<file path="config.mk">
export PLATFORM = sky130hd
export DESIGN_NAME = matrix_collector
export DESIGN_NICKNAME = d
export VERILOG_FILES = /design/src/rtl/matrix_pkg.sv /design/src/rtl/matrix_collector_row_parity.sv /design/src/rtl/matrix_collector.sv
export SDC_FILE = /design/constraint.sdc
export NUM_CORES = 1
export LEC_CHECK = 0
export ABC_CLOCK_PERIOD_IN_PS = 4000
export BUFFER_PORTS_ARGS = -buffer_cell sky130_fd_sc_hd__buf_2
export CORE_ASPECT_RATIO = 0.8
export CORE_MARGIN = 2
export CORE_UTILIZATION = 50
export CTS_BUF_LIST = sky130_fd_sc_hd__clkbuf_16
export DETAILED_ROUTE_END_ITERATION = 12
export PLACE_DENSITY_LB_ADDON = 0.25
export SKIP_CTS_REPAIR_TIMING = 1
export SLEW_MARGIN = 10
export SYNTH_ARGS = -nofsm -noshare
export SYNTH_HDL_FRONTEND = slang
export SYNTH_SLANG_ARGS = --single-unit
</file>
<file path="constraint.sdc">
create_clock -name clk -period 4 [get_ports clk]
set_clock_uncertainty 0.2 [all_clocks]
set_input_delay 0.8 -clock clk [delete_from_list [all_inputs] [get_ports clk]]
set_output_delay 0.8 -clock clk [all_outputs]
set_load 0.02 [all_outputs]
</file>
<file path="src/rtl/matrix_pkg.sv">
// Shared matrix geometry defaults and the collector/processor state encoding.
package matrix_pkg;

    localparam int MAT_ROWS  = 8;
    localparam int MAT_ROW_W = 32;

    typedef enum logic [1:0] {
        IDLE    = 2'd0,
        COLLECT = 2'd1,
        HOLD    = 2'd2
    } mat_state_e;

endpackage

</file>
<file path="src/rtl/matrix_collector_row_parity.sv">
// Even-parity reduction of one row word; only present in RESULT_PARITY_EN builds.
`ifdef RESULT_PARITY_EN
module row_parity #(
    parameter int W = 32
) (
    input  logic [W-1:0] row,
    output logic         par
);

    assign par = ^row;

endmodule
`endif

</file>
<file path="src/rtl/matrix_collector.sv">
// Assembles ROWS consecutive processor rows into one matrix with a valid/ready hand-off.
// Optional macro RESULT_PARITY_EN adds a registered per-row parity output mat_parity.
module matrix_collector
    import matrix_pkg::*;
#(
    parameter int ROWS  = MAT_ROWS,
    parameter int ROW_W = MAT_ROW_W
) (
    input  logic                  clk,
    input  logic                  reset_n,
    input  logic [ROW_W-1:0]      in_row,
    input  logic                  in_valid,
    output logic [ROWS*ROW_W-1:0] mat_data,
    output logic                  mat_valid,
    input  logic                  mat_ready,
    output logic                  overflow
`ifdef RESULT_PARITY_EN
    ,
    output logic [ROWS-1:0]       mat_parity
`endif
);

    localparam int               CNT_W      = $clog2(ROWS + 1);
    localparam logic [CNT_W-1:0] LAST_IDX   = CNT_W'(ROWS - 1);
    localparam bit               SINGLE_ROW = (ROWS == 1);

    mat_state_e       state;
    mat_state_e       state_nxt;
    logic [CNT_W-1:0] cnt;
    logic [CNT_W-1:0] cnt_nxt;
    logic [CNT_W-1:0] cap_idx;
    logic             cap_en;
    logic             set_valid;
    logic             set_ovf;
    logic             handshake;
    logic [ROW_W-1:0] rows [ROWS];

    assign handshake = mat_valid & mat_ready;
    assign cap_idx   = (state == IDLE) ? '0 : cnt;

    always_ff @(posedge clk or negedge reset_n) begin
        if (!reset_n) begin
            state <= IDLE;
            cnt   <= '0;
        end else begin
            state <= state_nxt;
            cnt   <= cnt_nxt;
        end
    end

    always_comb begin
        state_nxt = state;
        cnt_nxt   = cnt;
        cap_en    = 1'b0;
        set_valid = 1'b0;
        set_ovf   = 1'b0;
        case (state)
            IDLE: begin
                if (in_valid) begin
                    // A new matrix may only start once the previous one is gone or leaving now.
                    if (mat_valid && !mat_ready) begin
                        set_ovf   = 1'b1;
                        state_nxt = HOLD;
                    end else begin
                        cap_en  = 1'b1;
                        cnt_nxt = CNT_W'(1);
                        if (SINGLE_ROW) begin
                            set_valid = 1'b1;
                            state_nxt = HOLD;
                        end else begin
                            state_nxt = COLLECT;
                        end
                    end
                end
            end
            COLLECT: begin
                if (in_valid) begin
                    cap_en  = 1'b1;
                    cnt_nxt = cnt + CNT_W'(1);
                    if (cnt == LAST_IDX) begin
                        set_valid = 1'b1;
                        state_nxt = HOLD;
                    end
                end else begin
                    set_ovf   = 1'b1;
                    cnt_nxt   = '0;
                    state_nxt = IDLE;
                end
            end
            HOLD: begin
                // The processor repeats its last row until it is reset; wait for in_valid to drop.
                if (!in_valid) begin
                    cnt_nxt   = '0;
                    state_nxt = IDLE;
                end
            end
            default: begin
                cnt_nxt   = '0;
                state_nxt = IDLE;
            end
        endcase
    end

    always_ff @(posedge clk or negedge reset_n) begin
        if (!reset_n) begin
            mat_valid <= 1'b0;
            overflow  <= 1'b0;
        end else begin
            if (set_valid)
                mat_valid <= 1'b1;
            else if (handshake)
                mat_valid <= 1'b0;
            if (set_ovf)
                overflow <= 1'b1;
        end
    end

    always_ff @(posedge clk or negedge reset_n) begin
        if (!reset_n) begin
            for (int r = 0; r < ROWS; r++)
                rows[r] <= '0;
        end else begin
            for (int r = 0; r < ROWS; r++)
                if (cap_en && (cap_idx == CNT_W'(r)))
                    rows[r] <= in_row;
        end
    end

    for (genvar g = 0; g < ROWS; g++) begin : g_pack
        assign mat_data[g*ROW_W +: ROW_W] = rows[g];
    end

`ifdef RESULT_PARITY_EN
    logic row_par;

    row_parity #(
        .W(ROW_W)
    ) u_row_parity (
        .row(in_row),
        .par(row_par)
    );

    always_ff @(posedge clk or negedge reset_n) begin
        if (!reset_n) begin
            mat_parity <= '0;
        end else begin
            for (int r = 0; r < ROWS; r++)
                if (cap_en && (cap_idx == CNT_W'(r)))
                    mat_parity[r] <= row_par;
        end
    end
`endif

endmodule

</file>
# After elaboration in Yosys (flattened, before gate mapping)
# Index checks and enable logic that the tools add are counted.
# totals
register_bits	264
in_bits	36
out_inout_bits	258
elab_cells	68
# classes
addsub	1
eq_ne	14
mux	25
n_bitwise	1
reduce_logical	15
# op_table
cell	n
$eq A4 B3 Y1 const B	5
$mux W4	5
$pmux W4 S3	1
$mux W1	11
$mux W2	5
$logic_and A1 B1 Y1	9
$eq A4 B2 Y1 const B	2
$ne A2 B2 Y1 const B	3
$pmux W2 S3	1
$reduce_and A3 Y1	2
$add A4 B1 Y4 const B	1
$eq A4 B1 Y1 const B	1
$logic_not A4 Y1	1
$pmux W1 S2	2
$ne A3 B3 Y1 const B	1
$eq A2 B1 Y1 const B	1
$eq A2 B2 Y1 const B	1
$logic_not A2 Y1	1
$reduce_bool A2 Y1	1
$and A1 B1 Y1	1
$logic_not A1 Y1	1

# Logic depth before layout (Yosys ltp)
# depth
depth_word	6
mapped_depth	6
depth_no_buf	3

# Worst setup path after synthesis
# No wires, ideal clock.
# synth_path
path_kind	in2reg
from	input mat_ready
to	register rows (netlist bit mat_data[21])
setup_time_ns	0.125
t_arrival_ns	1.828
path_slack_ns	1.847
stages	4
cell_sequence	nand2b_1 > o221ai_2 > buf_6 > mux2_2
# synth_via
elab_chain_len	6
# synth_rtl
item	line	text
start, declared	matrix_collector.sv:15	input logic mat_ready,
$logic_not A1 Y1	matrix_collector.sv:61	if (mat_valid && !mat_ready) begin
$logic_and A1 B1 Y1	matrix_collector.sv:61	
$mux W1	matrix_collector.sv:61	
$mux W1	matrix_collector.sv:59	if (in_valid) begin
$pmux W1 S2	matrix_collector.sv:57	case (state)
$logic_and A1 B1 Y1	matrix_collector.sv:124	if (cap_en && (cap_idx == CNT_W'(r)))
end signal, assigned by index	matrix_collector.sv:125	rows[r] <= in_row;
end, declared	matrix_collector.sv:36	logic [ROW_W-1:0] rows [ROWS];
# No other way between the ends.
# A chain may end at the register's enable or synchronous reset.

# Worst setup path in the final report
# layout_path
from	register state[0]
to	register rows (netlist bit mat_data[119])
# layout_via
elab_chain_len	4
# layout_rtl
item	line	text
start, declared	matrix_collector.sv:27	mat_state_e state;
start signal, assigned	matrix_collector.sv:46	state <= state_nxt;
$logic_not A2 Y1	matrix_collector.sv:39, matrix_collector.sv:57	
$mux W4	matrix_collector.sv:39	assign cap_idx = (state == IDLE) ? '0 : cnt;
$eq A4 B2 Y1	matrix_collector.sv:124	
$logic_and A1 B1 Y1 *	matrix_collector.sv:124	
# Every way passes the cells marked *; elsewhere a longest branch is shown, timed or not.

==> results.toml <==
[synthesis]
main_combinational_cell_family_by_area_after_synthesis = "multiplexers"
synth_xor_area_frac = 0.0008600
syn_avg_cell_area_sq_um = 17.20
yosysUniqueCellTypes = 32
number_of_standard_cells_after_synthesis = 592
synth_sequential_area_ratio = 0.6486
yosys_warnings = 0
synth_fa_ha_area_frac = 0.001229
synth-compound-area-share = 0.009459
simple_gate_share_of_the_synthesized_area = 0.02125
synth_seq_cells = 264
muxShareOfSynthArea = 0.2853
mappedNetlistArea_sq_um = 10180
synth.net_count = 629

[place]
placed_cells_incl_taps = 1127
gp_congestion = 0.7729
detailed_place_hpwl_um = 16080
buffers_on_ports = 293
dpl_worst_slack_ns = 1.003

[floorplan]
die_w_um = 163.6
design.core.area_sq_um = 19910
initial_core_util = 0.5114
io_pins = 294
chipHeight_um = 131.7
floorplan.die_area_sq_um = 21530
placement_rows = 46

[sta]
timing.final.max_slew_violations = 0
setup_total_negative_slack_ns = 0
timing.final.crit_share = 0.6822
worst_slew_pin_tran_ns = 1.047
timing.final.setup_violations = 0
hold_viol_final = 0
postLayoutSetupSlackWorst_ns = 1.271
fmaxAchievable_mhz = 366.4
timing.final.crit_period_ns = 2.729
grt_setup_unrepaired = "false"
remaining_max_slew_budget_at_the_tightest_pin = 0.2996

[flow_run]
drv.max_cap_violation_count = 0

[clocking]
clkSlewWorstSetupHoldPaths_ns = 0.06
cts_buffers = 27
clk_latency_ns = 0.52
cts_tree = "done"
cts-htree-levels = 1
ctsLongestPathBuffers = 3
tritoncts_num_sinks = 264
clock_tree.root_cell = "clkbuf_16"

[setup_path]
timing.critical_path.from_type = "flip-flop"
sort_of_element_at_the_end_of_the_critical_path = "flip-flop"
worst_endpoint_data_arrival_time_ns = 2.92
worst-setup-path-type = "flip-flop to flip-flop"
path_max_fanout = 18
critPathRequiredTime_ns = 4.19

[global_route]
global_route_hottest_layer = "met2"
grt_first_pass_wirelength_um = 37630
grt_max_degree = 91
first_global_vias = 6301
overflow = 0
grt_use_met1 = 0.3146
grt_use_total = 0.2248
grtUsageMet2 = 0.3528
groute.layer.met3.usage = 0.06218
grt_antenna_before_repair = 0

[cells_and_area]
finish.net_count = 929
final_core_utilization = 0.6301
footprint_of_the_flip_flops_and_latches_sq_um = 6606
n_antenna_cell = 0
final_layout_size_suffix_gt1_frac = 0.6516
layout_fillers = 1590
area_of_combinational_cells_with_multiple_inputs_sq_um = 3258
layout.cells.most_common_list = "buf_2 (292), dfrtp_1 (264), mux2_2 (243)"
final_cell_count_no_fill = 1171
mostFrequentLayoutCell = "buf_2"
synthToLayoutAreaGrowth_pct = 23.21

[routing]
totalWireLength_um = 24220
detailedRoute.firstIterationViolations = 266
route.detailed.vias_per_inst = 5.235
total_vias_in_the_final_route = 6130
total_iterations_of_the_first_detailed_routing_run = 4
route.antenna.remaining_nets = 0
drt_drc_violations_left = 0
wire_per_inst_um = 20.68

[run_status]
run_status = "completed"

[power_and_ir_drop]
ir_drop_uv = 400.6
fin_total_pwr_mw = 8.051
power_density_nw_per_um2 = 641.6
leakagePower_nw = 6.741

[worst_hold_path]
min-delay-path-class = "input port to asynchronous set/reset pin"
==> metal layers <==
layer / share of wire / vias to the layer above
met5: 0 / -
met1: 0.45 / 3184
met4: 0.021 / 0
met2: 0.46 / 200
met3: 0.069 / 39
li1: - / 2707
==> flip-flops by register name (all words and copies together) (netlist names) <==
name / count
mat_data: 256
overflow: 1
cnt: 4
state: 2
mat_valid: 1
==> cell usage after synthesis <==
library cell | instances | area, sq um
a311oi_1 | 1 | 8.760
nor3b_1 | 2 | 15.01
buf_6 | 11 | 123.9
nand2b_1 | 3 | 18.77
buf_2 | 10 | 50.05
nor4_4 | 1 | 21.27
buf_4 | 5 | 37.54
a221o_1 | 1 | 10.01
and3b_1 | 1 | 8.760
a211oi_2 | 1 | 12.51
nand3_1 | 1 | 5.000
xor2_1 | 1 | 8.760
a32o_1 | 2 | 20.02
mux2_4 | 3 | 45.04
and4b_1 | 1 | 10.01
a211o_1 | 2 | 17.52
ha_1 | 1 | 12.51
mux2_2 | 243 | 2736
a21oi_1 | 1 | 5.000
mux2_1 | 11 | 123.9
o221ai_2 | 1 | 15.01
inv_1 | 2 | 7.510
and4_1 | 1 | 8.760
nor2b_1 | 2 | 12.51
nor4bb_4 | 1 | 25.02
dfrtp_1 | 264 | 6606
nand2_1 | 5 | 18.77
nor2_1 | 4 | 15.01
nand4b_4 | 2 | 47.55
buf_12 | 6 | 120.1
a211oi_1 | 1 | 7.510
nand3_2 | 1 | 10.01
==> power by group <==
group | internal (mW) | leakage, nW | total [mW] | switching (mW)
Clock | 1.27 | 0.390 | 2.24 | 0.966
Combinational | 0.884 | 2.93 | 2.25 | 1.36
Sequential | 3.27 | 3.42 | 3.57 | 0.298
==> area by class of cell <==
class                           count  share of cell area
Timing Repair Buffer              303              0.1256
Tap cell                          264             0.02632
Sequential cell                   264              0.5265
Multi-Input combinational cell    294              0.2596
Clock buffer                       27             0.05384
Inverter                            2           0.0005983
Clock inverter                     17            0.007478
==> path summary, 6_finish.rpt <==
path | start | to | slack [ns] | cells past startpoint
max | state[0]$_DFFE_PN0P_ | mat_data[119]$_DFFE_PN0P_ | 1.27 | 4
max in group asynchronous | reset_n | mat_data[74]$_DFFE_PN0P_ | 2.60 | 2
max reg2reg | state[0]$_DFFE_PN0P_ | mat_data[119]$_DFFE_PN0P_ | 1.27 | 4
min in group clk | mat_data[250]$_DFFE_PN0P_ | mat_data[250]$_DFFE_PN0P_ | 0.28 | 1
min | reset_n | mat_data[187]$_DFFE_PN0P_ | 0.08 | 1
min reg2reg | mat_data[250]$_DFFE_PN0P_ | mat_data[250]$_DFFE_PN0P_ | 0.28 | 1
==> per-stage QoR <==
stage	hold WS, ns	instance area (sq um)
finish	0.07718	12550
global route	0.1451	12550
CTS	0.1228	12550
floorplan	0.3044	10180
global placement	0.2648	11780
detailed placement	0.2676	11780
==> worst max-delay path, stage by stage (launching register included) <==
cell and delay [ns]:
dfrtp_1 0.61, nor4bb_4 0.46, and4b_2 0.56, buf_4 0.38, mux2_2 0.37
==> cells by family (layout without fill, tap and decap cells) <==
kind of cell    after synthesis  in the layout
flops                       264            264
compound gates               10             10
fa+ha+maj                     1              1
mux                         257            257
buf+inv                      34            349
xor+xnor                      1              1
simple gates                 25             25
Note: power is estimated with default switching activity, not from simulation.
